--- config.mk ---
export PLATFORM = sky130hd
export DESIGN_NAME = reg_frame_rx
export DESIGN_NICKNAME = d
export VERILOG_FILES = /design/src/rtl/reg_frame_rx.sv
export SDC_FILE = /design/constraint.sdc
export NUM_CORES = 1
export LEC_CHECK = 0
export CAP_MARGIN = 30
export CORE_UTILIZATION = 48
export CTS_BUF_LIST = sky130_fd_sc_hd__clkbuf_2
export DETAILED_ROUTE_END_ITERATION = 12
export PLACE_DENSITY = 0.81
export SYNTH_ARGS = -nofsm -noshare
export SYNTH_HDL_FRONTEND = slang
export SYNTH_SLANG_ARGS = --single-unit
--- constraint.sdc ---
create_clock -name clk -period 7.25 [get_ports clk]
set_input_delay 1.45 -clock clk [delete_from_list [all_inputs] [get_ports clk]]
set_output_delay 1.45 -clock clk [all_outputs]
set_load 0.05 [all_outputs]
--- src/rtl/reg_frame_rx.sv ---
// reg_frame_rx: receive side of the register-access link.
// Assembles fixed 4-byte frames {cmd, addr, wdata, crc} from a byte stream,
// checks CRC-8 (poly 0x2F, init 0xFF, MSB first, no final XOR) one byte per
// accepted beat, and presents good frames on a valid/ready handshake.
// Bad-CRC and timed-out frames are dropped and reported.
//
// Ports:
//   clk, rst          clock, asynchronous active-high reset
//   rx_vld/rx_data    incoming byte stream; rx_rdy high in IDLE/RECV
//   frm_vld/frm_rdy   decoded-frame handshake
//   frm_cmd/addr/wdata decoded frame fields, held after the handshake
//   crc_err, to_err   one-cycle drop pulses (CRC mismatch / inter-byte timeout)
//   err_cnt           saturating count of drop pulses
module reg_frame_rx #(
  parameter int unsigned TO_CYC = 255,
  parameter int unsigned ERR_W  = 8
) (
  input  logic             clk,
  input  logic             rst,
  input  logic             rx_vld,
  input  logic [7:0]       rx_data,
  output logic             rx_rdy,
  output logic             frm_vld,
  input  logic             frm_rdy,
  output logic [7:0]       frm_cmd,
  output logic [7:0]       frm_addr,
  output logic [7:0]       frm_wdata,
  output logic             crc_err,
  output logic             to_err,
  output logic [ERR_W-1:0] err_cnt
);

  localparam logic [7:0]       CRC_INIT = 8'hFF;
  localparam logic [7:0]       CRC_POLY = 8'h2F;
  localparam logic [15:0]      TO_LAST  = 16'(TO_CYC - 1);
  localparam logic [ERR_W-1:0] ERR_ONE  = ERR_W'(1);

  typedef enum logic [1:0] {
    IDLE = 2'd0,
    RECV = 2'd1,
    HOLD = 2'd2
  } state_t;

  state_t           state_q, state_d;
  logic [1:0]       byte_cnt_q, byte_cnt_d;
  logic [7:0]       crc_q, crc_d;
  logic [15:0]      to_cnt_q, to_cnt_d;
  logic [7:0]       cmd_sh_q, cmd_sh_d;
  logic [7:0]       addr_sh_q, addr_sh_d;
  logic [7:0]       wdata_sh_q, wdata_sh_d;
  logic [7:0]       frm_cmd_q, frm_cmd_d;
  logic [7:0]       frm_addr_q, frm_addr_d;
  logic [7:0]       frm_wdata_q, frm_wdata_d;
  logic             frm_vld_q, frm_vld_d;
  logic             crc_err_q, crc_err_d;
  logic             to_err_q, to_err_d;
  logic [ERR_W-1:0] err_cnt_q, err_cnt_d;
  logic             rx_acc;
  logic [7:0]       residue;

  function automatic logic [7:0] crc_step(input logic [7:0] c_in, input logic [7:0] b);
    logic [7:0] c;
    c = c_in ^ b;
    for (int unsigned i = 0; i < 8; i++) begin
      c = c[7] ? ((c << 1) ^ CRC_POLY) : (c << 1);
    end
    return c;
  endfunction

  assign rx_rdy    = (state_q != HOLD);
  assign rx_acc    = rx_vld & rx_rdy;
  assign residue   = crc_step(crc_q, rx_data);

  assign frm_vld   = frm_vld_q;
  assign frm_cmd   = frm_cmd_q;
  assign frm_addr  = frm_addr_q;
  assign frm_wdata = frm_wdata_q;
  assign crc_err   = crc_err_q;
  assign to_err    = to_err_q;
  assign err_cnt   = err_cnt_q;

  always_comb begin
    state_d     = state_q;
    byte_cnt_d  = byte_cnt_q;
    crc_d       = crc_q;
    to_cnt_d    = to_cnt_q;
    cmd_sh_d    = cmd_sh_q;
    addr_sh_d   = addr_sh_q;
    wdata_sh_d  = wdata_sh_q;
    frm_cmd_d   = frm_cmd_q;
    frm_addr_d  = frm_addr_q;
    frm_wdata_d = frm_wdata_q;
    frm_vld_d   = frm_vld_q;
    crc_err_d   = 1'b0;
    to_err_d    = 1'b0;
    err_cnt_d   = err_cnt_q;

    unique case (state_q)
      IDLE: begin
        if (rx_acc) begin
          cmd_sh_d   = rx_data;
          crc_d      = crc_step(CRC_INIT, rx_data);
          byte_cnt_d = 2'd1;
          to_cnt_d   = '0;
          state_d    = RECV;
        end
      end

      RECV: begin
        if (rx_acc) begin
          // An accept always clears the timeout, even on the cycle it would expire.
          to_cnt_d = '0;
          unique case (byte_cnt_q)
            2'd1: begin
              addr_sh_d  = rx_data;
              crc_d      = crc_step(crc_q, rx_data);
              byte_cnt_d = 2'd2;
            end
            2'd2: begin
              wdata_sh_d = rx_data;
              crc_d      = crc_step(crc_q, rx_data);
              byte_cnt_d = 2'd3;
            end
            default: begin
              if (residue == 8'h00) begin
                frm_cmd_d   = cmd_sh_q;
                frm_addr_d  = addr_sh_q;
                frm_wdata_d = wdata_sh_q;
                frm_vld_d   = 1'b1;
                state_d     = HOLD;
              end else begin
                crc_err_d = 1'b1;
                state_d   = IDLE;
              end
              crc_d      = CRC_INIT;
              byte_cnt_d = 2'd0;
            end
          endcase
        end else if (to_cnt_q == TO_LAST) begin
          to_err_d   = 1'b1;
          state_d    = IDLE;
          crc_d      = CRC_INIT;
          byte_cnt_d = 2'd0;
          to_cnt_d   = '0;
        end else begin
          to_cnt_d = to_cnt_q + 16'd1;
        end
      end

      HOLD: begin
        if (frm_rdy) begin
          frm_vld_d = 1'b0;
          state_d   = IDLE;
        end
      end

      default: begin
        state_d = IDLE;
      end
    endcase

    if ((crc_err_d || to_err_d) && (err_cnt_q != '1)) begin
      err_cnt_d = err_cnt_q + ERR_ONE;
    end
  end

  always_ff @(posedge clk or posedge rst) begin
    if (rst) begin
      state_q     <= IDLE;
      byte_cnt_q  <= '0;
      crc_q       <= CRC_INIT;
      to_cnt_q    <= '0;
      cmd_sh_q    <= '0;
      addr_sh_q   <= '0;
      wdata_sh_q  <= '0;
      frm_cmd_q   <= '0;
      frm_addr_q  <= '0;
      frm_wdata_q <= '0;
      frm_vld_q   <= 1'b0;
      crc_err_q   <= 1'b0;
      to_err_q    <= 1'b0;
      err_cnt_q   <= '0;
    end else begin
      state_q     <= state_d;
      byte_cnt_q  <= byte_cnt_d;
      crc_q       <= crc_d;
      to_cnt_q    <= to_cnt_d;
      cmd_sh_q    <= cmd_sh_d;
      addr_sh_q   <= addr_sh_d;
      wdata_sh_q  <= wdata_sh_d;
      frm_cmd_q   <= frm_cmd_d;
      frm_addr_q  <= frm_addr_d;
      frm_wdata_q <= frm_wdata_d;
      frm_vld_q   <= frm_vld_d;
      crc_err_q   <= crc_err_d;
      to_err_q    <= to_err_d;
      err_cnt_q   <= err_cnt_d;
    end
  end

endmodule

Word-level counts from Yosys, hierarchy flattened
Index checks and enable logic that the tools add are counted.

Flip-flop bits (word level): 87. Bits of input ports: 12. Logic and storage cells: 112.

Add/subtract/negate cells: 2. Eq/ne operators: 14. Muxes and demuxes: 47. Bitwise gates (word level): 20. Reduce and logical (&&, ||, !) cells: 15.

Operator list (count): 2-to-1 mux 6 bit (16); inverter 5 bit (16); 2-to-1 mux 16 bit (3); 2-to-1 mux 8 bit (4); one-hot mux 16 bit (2 select lines) (1); adder 16 x 1 -> 16 bit (second input constant) (1); equality test 16 x 8 -> 1 bit (second input constant) (1); one-hot mux 8 bit (2 select lines) (1); 2-to-1 mux 2 bit (7); inequality test 2 bit (second input constant) (6); 2-to-1 mux 1 bit (11); AND reduction 3 bit (3); adder 8 x 1 -> 8 bit (second input constant) (1); logical NOT 8 bit (1); inequality test 8 bit (second input constant) (1); inverter 8 bit (1); one-hot mux 2 bit (2 select lines) (2); AND reduction 4 bit (2); XOR 8 bit (1); inequality test 3 bit (second input constant) (2); one-hot mux 2 bit (3 select lines) (1); AND reduction 5 bit (1); equality test 2 x 1 -> 1 bit (second input constant) (2); equality test 2 bit (second input constant) (2); 9 further kinds (11).

Logic depth before layout (Yosys ltp)
Depth after elaboration: 24. Mapped depth: 9. Depth with buffers taken out: 8.

Least setup slack after synthesis
Ideal clock, no wire load.

Path kind: input to register. Start point: in rx_data[1]. End point: reg frm_addr_q[7] (netlist: frm_addr[7]). Arrival: 3461 ps. Slack: 3662 ps. Stages: 9. Buffers on the path: 2. Path through: buf_4 -> xor2_2 -> xnor3_2 -> nand2b_4 -> o221ai_2 -> nand3_2 -> nor2_4 -> buf_6 -> mux2_1.

Cells in the longest elaborated chain, start to end: 13.

Ends and longest elaborated chain: start: declaration (line 21) `input logic [7:0] rx_data,`; XOR 8 bit * (line 63) `c = c_in ^ b;`; inverter 5 bit (no line); 2-to-1 mux 6 bit * (line 65) `c = c[7] ? ((c << 1) ^ CRC_POLY) : (c << 1);`; inverter 5 bit (no line); 2-to-1 mux 6 bit * (2 in a row) (line 65); inverter 5 bit (no line); 2-to-1 mux 6 bit * (2 in a row) (line 65); inverter 5 bit (no line); 2-to-1 mux 6 bit (line 65); logical NOT 8 bit * (line 125) `if (residue == 8'h00) begin`; AND reduction 4 bit (no line) *; end signal: assignment (line 192) `frm_addr_q <= frm_addr_d;`; end: declaration (line 52) `logic [7:0] frm_addr_q, frm_addr_d;`.

Every way passes the cells marked *; elsewhere a longest branch is shown, timed or not. A chain may end at the register's enable or synchronous reset.

Worst setup path after layout
Start point: in rx_data[1]. End point: reg frm_wdata_q[6] (netlist: frm_wdata[6]).

Cells in the longest elaborated chain, start to end: 13.

Ends and longest elaborated chain: XOR 8 bit * (line 63); inverter 5 bit (no line); 2-to-1 mux 6 bit * (line 65); inverter 5 bit (no line); 2-to-1 mux 6 bit * (2 in a row) (line 65); inverter 5 bit (no line); 2-to-1 mux 6 bit * (2 in a row) (line 65); inverter 5 bit (no line); 2-to-1 mux 6 bit (line 65); logical NOT 8 bit * (line 125); AND reduction 4 bit (no line) *; end signal: assignment (line 193) `frm_wdata_q <= frm_wdata_d;`; end: declaration (line 53) `logic [7:0] frm_wdata_q, frm_wdata_d;`.

Marks and branches as above.

==> reports/metrics.yaml <==
syn_avg_cell_area_um2: 12.1
fin_util: 0.578
ys_ff_latch: 87
fp-row-count: 34
die-area_mm2: 0.00941
netlist_area_mm2: 0.00433
synth-edff-count: 0
whs_path_depth: 1
final_nets: 422
hold_path.startpoint: "to_cnt_q[15]$_DFFE_PP0P_"
drt-initial-drc-count: 85
leakagePower_nw: 2.16
cts_buffers: 9
async_reset_ff_frac: 1.00
drv_cap: 0
grt_max_degree: 75
yosysTopAreaCell: "dfrtp_1"
via_per_inst: 5.51
die_y_um: 97.0
synth.area.top_cells: "dfrtp_1 (46%), xnor2_1 (9.5%), mux2_2 (7.8%), mux2_1 (4.9%), dfstp_2 (4.9%)"
synthAdderAreaFrac: 0.0144
clk_pin_slew_ns: 0.27
yosys.area_share.xor_xnor: 0.149
fillerInstances: 716
yosysUniqueCellTypes: 50
track_usage: 0.195
critPathArrivalTime_ns: 4.54
wl_um: 8600
cp_max_fo: 25
clkLatencyLatePin_ns: 0.56
rsz0062_at_grt: "false"
place_area_mm2: 0.00491
clock_path_buffers: 2
hold_end: "to_cnt_q[15]$_DFFE_PP0P_"
synth-seq-area-share: 0.505
start_util: 0.497
grt_pass1_wl_um: 14500
core_area_mm2: 0.00872
synthSimpleGateAreaFrac: 0.0971
post_cts.repair.setup_buffers: 0
routedWlPerCell_um: 16.6
synth_compound_area_frac: 0.0818
hp-class: "reg -> reg"
drc_errors: 0
relSlewSlack: 0.508
r2r_start: "crc_q[1]$_DFFE_PP1P_"
drive_above_1_share: 0.173
finalSetupTns_ns: 0
die_w_um: 97.0
startpoint_type: "primary input"
cp.required_ns: 7.72
tightest_slew_ns: 0.736
period_needed_ns: 4.06
dp_hpwl_um: 6180
yosysTopAreaCellShare: 0.457
setup_viol: 0
n_antenna_cell: 0
synth_top_family_by_area: "XOR/XNOR gates"
overflow: 0
r2r-end: "frm_wdata[6]$_DFFE_PP0P_"
reg2reg_slack_ns: 4.17
top_level_ports: 48
clkSinkCount: 87
p_per_area_mw_per_mm2: 435
syn2layout_area_growth_pct: 16.4
endpoint_kind: "flip-flop"
peakVddDrop_mv: 0.282
synthFlopType: "dfrtp_1"
yosys_warnings: 0
slew_viol_final: 0
status: "finished, final reports clean"
cts_tree: "yes"
dr.pass1.iters: 4
vias: 2856
reg2regPathDepth: 7
grt_pass1_vias: 2945
antenna_left: 0
port_buffers: 47
synth_nets: 375
place.gp.congestion: 0.860
hold_violations: 0
skew_ns: 0.0519
root_buffer: "clkbuf_2"
syn_inst: 358
cts_max_level: 3
cts_hold_buf: 0
fmax_mhz: 246
criticalPathCategory: "in -> reg"
grt_antenna_before_repair: 0
final_cell_area_mm2: 0.00504
cts_resized: 0
min_period_over_period: 0.560
synth_mux_area_frac: 0.130
==> critical path, cell delays in order <==
cell             delay [ns]
clkdlybuf4s50_1        0.68
xor2_2                 0.28
xnor3_2                0.55
nand2b_4               0.18
o221ai_2               0.24
nand3_2                0.14
nor2_4                 0.59
mux2_2                 0.41
==> cell families after synthesis <==
| logic type | count (synthesis) |
|---|---|
| adders and majority gates | 5 |
| xor gates and xnor gates | 68 |
| buffers and inverters | 21 |
| muxes | 50 |
| AOI/OAI and AO/OA | 49 |
| DFF | 87 |
| and+or+nand+nor | 78 |
==> synthesized netlist by cell type, types with 6 or more instances <==
cell,instances
nand2b_1,6
clkbuf_1,9
dfstp_2,8
nand2_1,13
nand3_1,10
xnor2_1,47
mux2_1,19
xor2_1,17
nor2_1,19
a221oi_1,6
a21oi_1,9
inv_1,6
dfrtp_1,79
mux2_2,30
o21ai_0,9
and3_1,9
==> power breakdown <==
part | internal (W) | switching, W
logic | 0.000513 | 0.000645
clock network | 0.0000604 | 0.000196
registers | 0.000659 | 0.000119
total | 0.00123 | 0.000960
==> stage by stage <==
stage | total power (W) | cells | worst slack, ns | hold WS, ns
after global placement | 0.00191 | 500 | 2.58 | 0.463
after global routing | 0.00232 | 518 | 3.07 | 0.527
final | 0.00219 | 518 | 3.19 | 0.501
after detailed placement | 0.00195 | 502 | 2.52 | 0.477
after CTS | 0.00221 | 518 | 3.16 | 0.505
after floorplan | 0.00166 | 358 | 3.56 | 0.446
==> cells in the final DEF, fill, tap and decap left out, types with 10 or more instances in the layout <==
| master | count |
|---|---|
| dfrtp_1 | 79 |
| xnor2_1 | 47 |
| clkdlybuf4s50_1 | 47 |
| mux2_2 | 30 |
| nor2_1 | 19 |
| mux2_1 | 19 |
| xor2_1 | 17 |
| nand2_1 | 13 |
| nand3_1 | 10 |
==> cell type report <==
cell class                      instances  area (um^2)  share of cell area
Multi-Input combinational cell        250         2040               0.405
Sequential cell                        87         2190               0.434
Clock inverter                          7         86.3              0.0171
Tap cell                              108          135              0.0268
Inverter                                6         23.8             0.00472
Clock buffer                            9         45.0             0.00894
Timing Repair Buffer                   51          520               0.103
==> state kept, by name, indices dropped and copies added (netlist names) <==
signal / flops
addr_sh_q: 8
byte_cnt_q: 2
cmd_sh_q: 8
crc_err: 1
crc_q: 8
err_cnt: 8
frm_addr: 8
frm_cmd: 8
frm_vld: 1
frm_wdata: 8
state_q: 2
to_cnt_q: 16
to_err: 1
wdata_sh_q: 8
==> worst max-delay path by stage <==
stage | startpoint | endpoint | slack, ns | depth (start not counted)
finish | rx_data[1] | frm_wdata[6]$_DFFE_PP0P_ | 3.19 | 8
global route | rx_data[1] | frm_wdata[6]$_DFFE_PP0P_ | 3.07 | 8
CTS | rx_data[1] | frm_wdata[6]$_DFFE_PP0P_ | 3.16 | 8
detailed placement | rx_data[1] | frm_addr[1]$_DFFE_PP0P_ | 2.52 | 8
global placement | rx_data[1] | frm_addr[0]$_DFFE_PP0P_ | 2.58 | 8
floorplan | rst | addr_sh_q[0]$_DFFE_PP0P_ | 3.56 | 1
==> routing by layer <==
layer	part of all wire	global-route usage
met1	0.45	0.252
met2	0.49	0.324
met3	0.037	0.0441
met4	0.014	0.0666
met5	0	0
No activity file was read; power rests on OpenSTA's default activity.
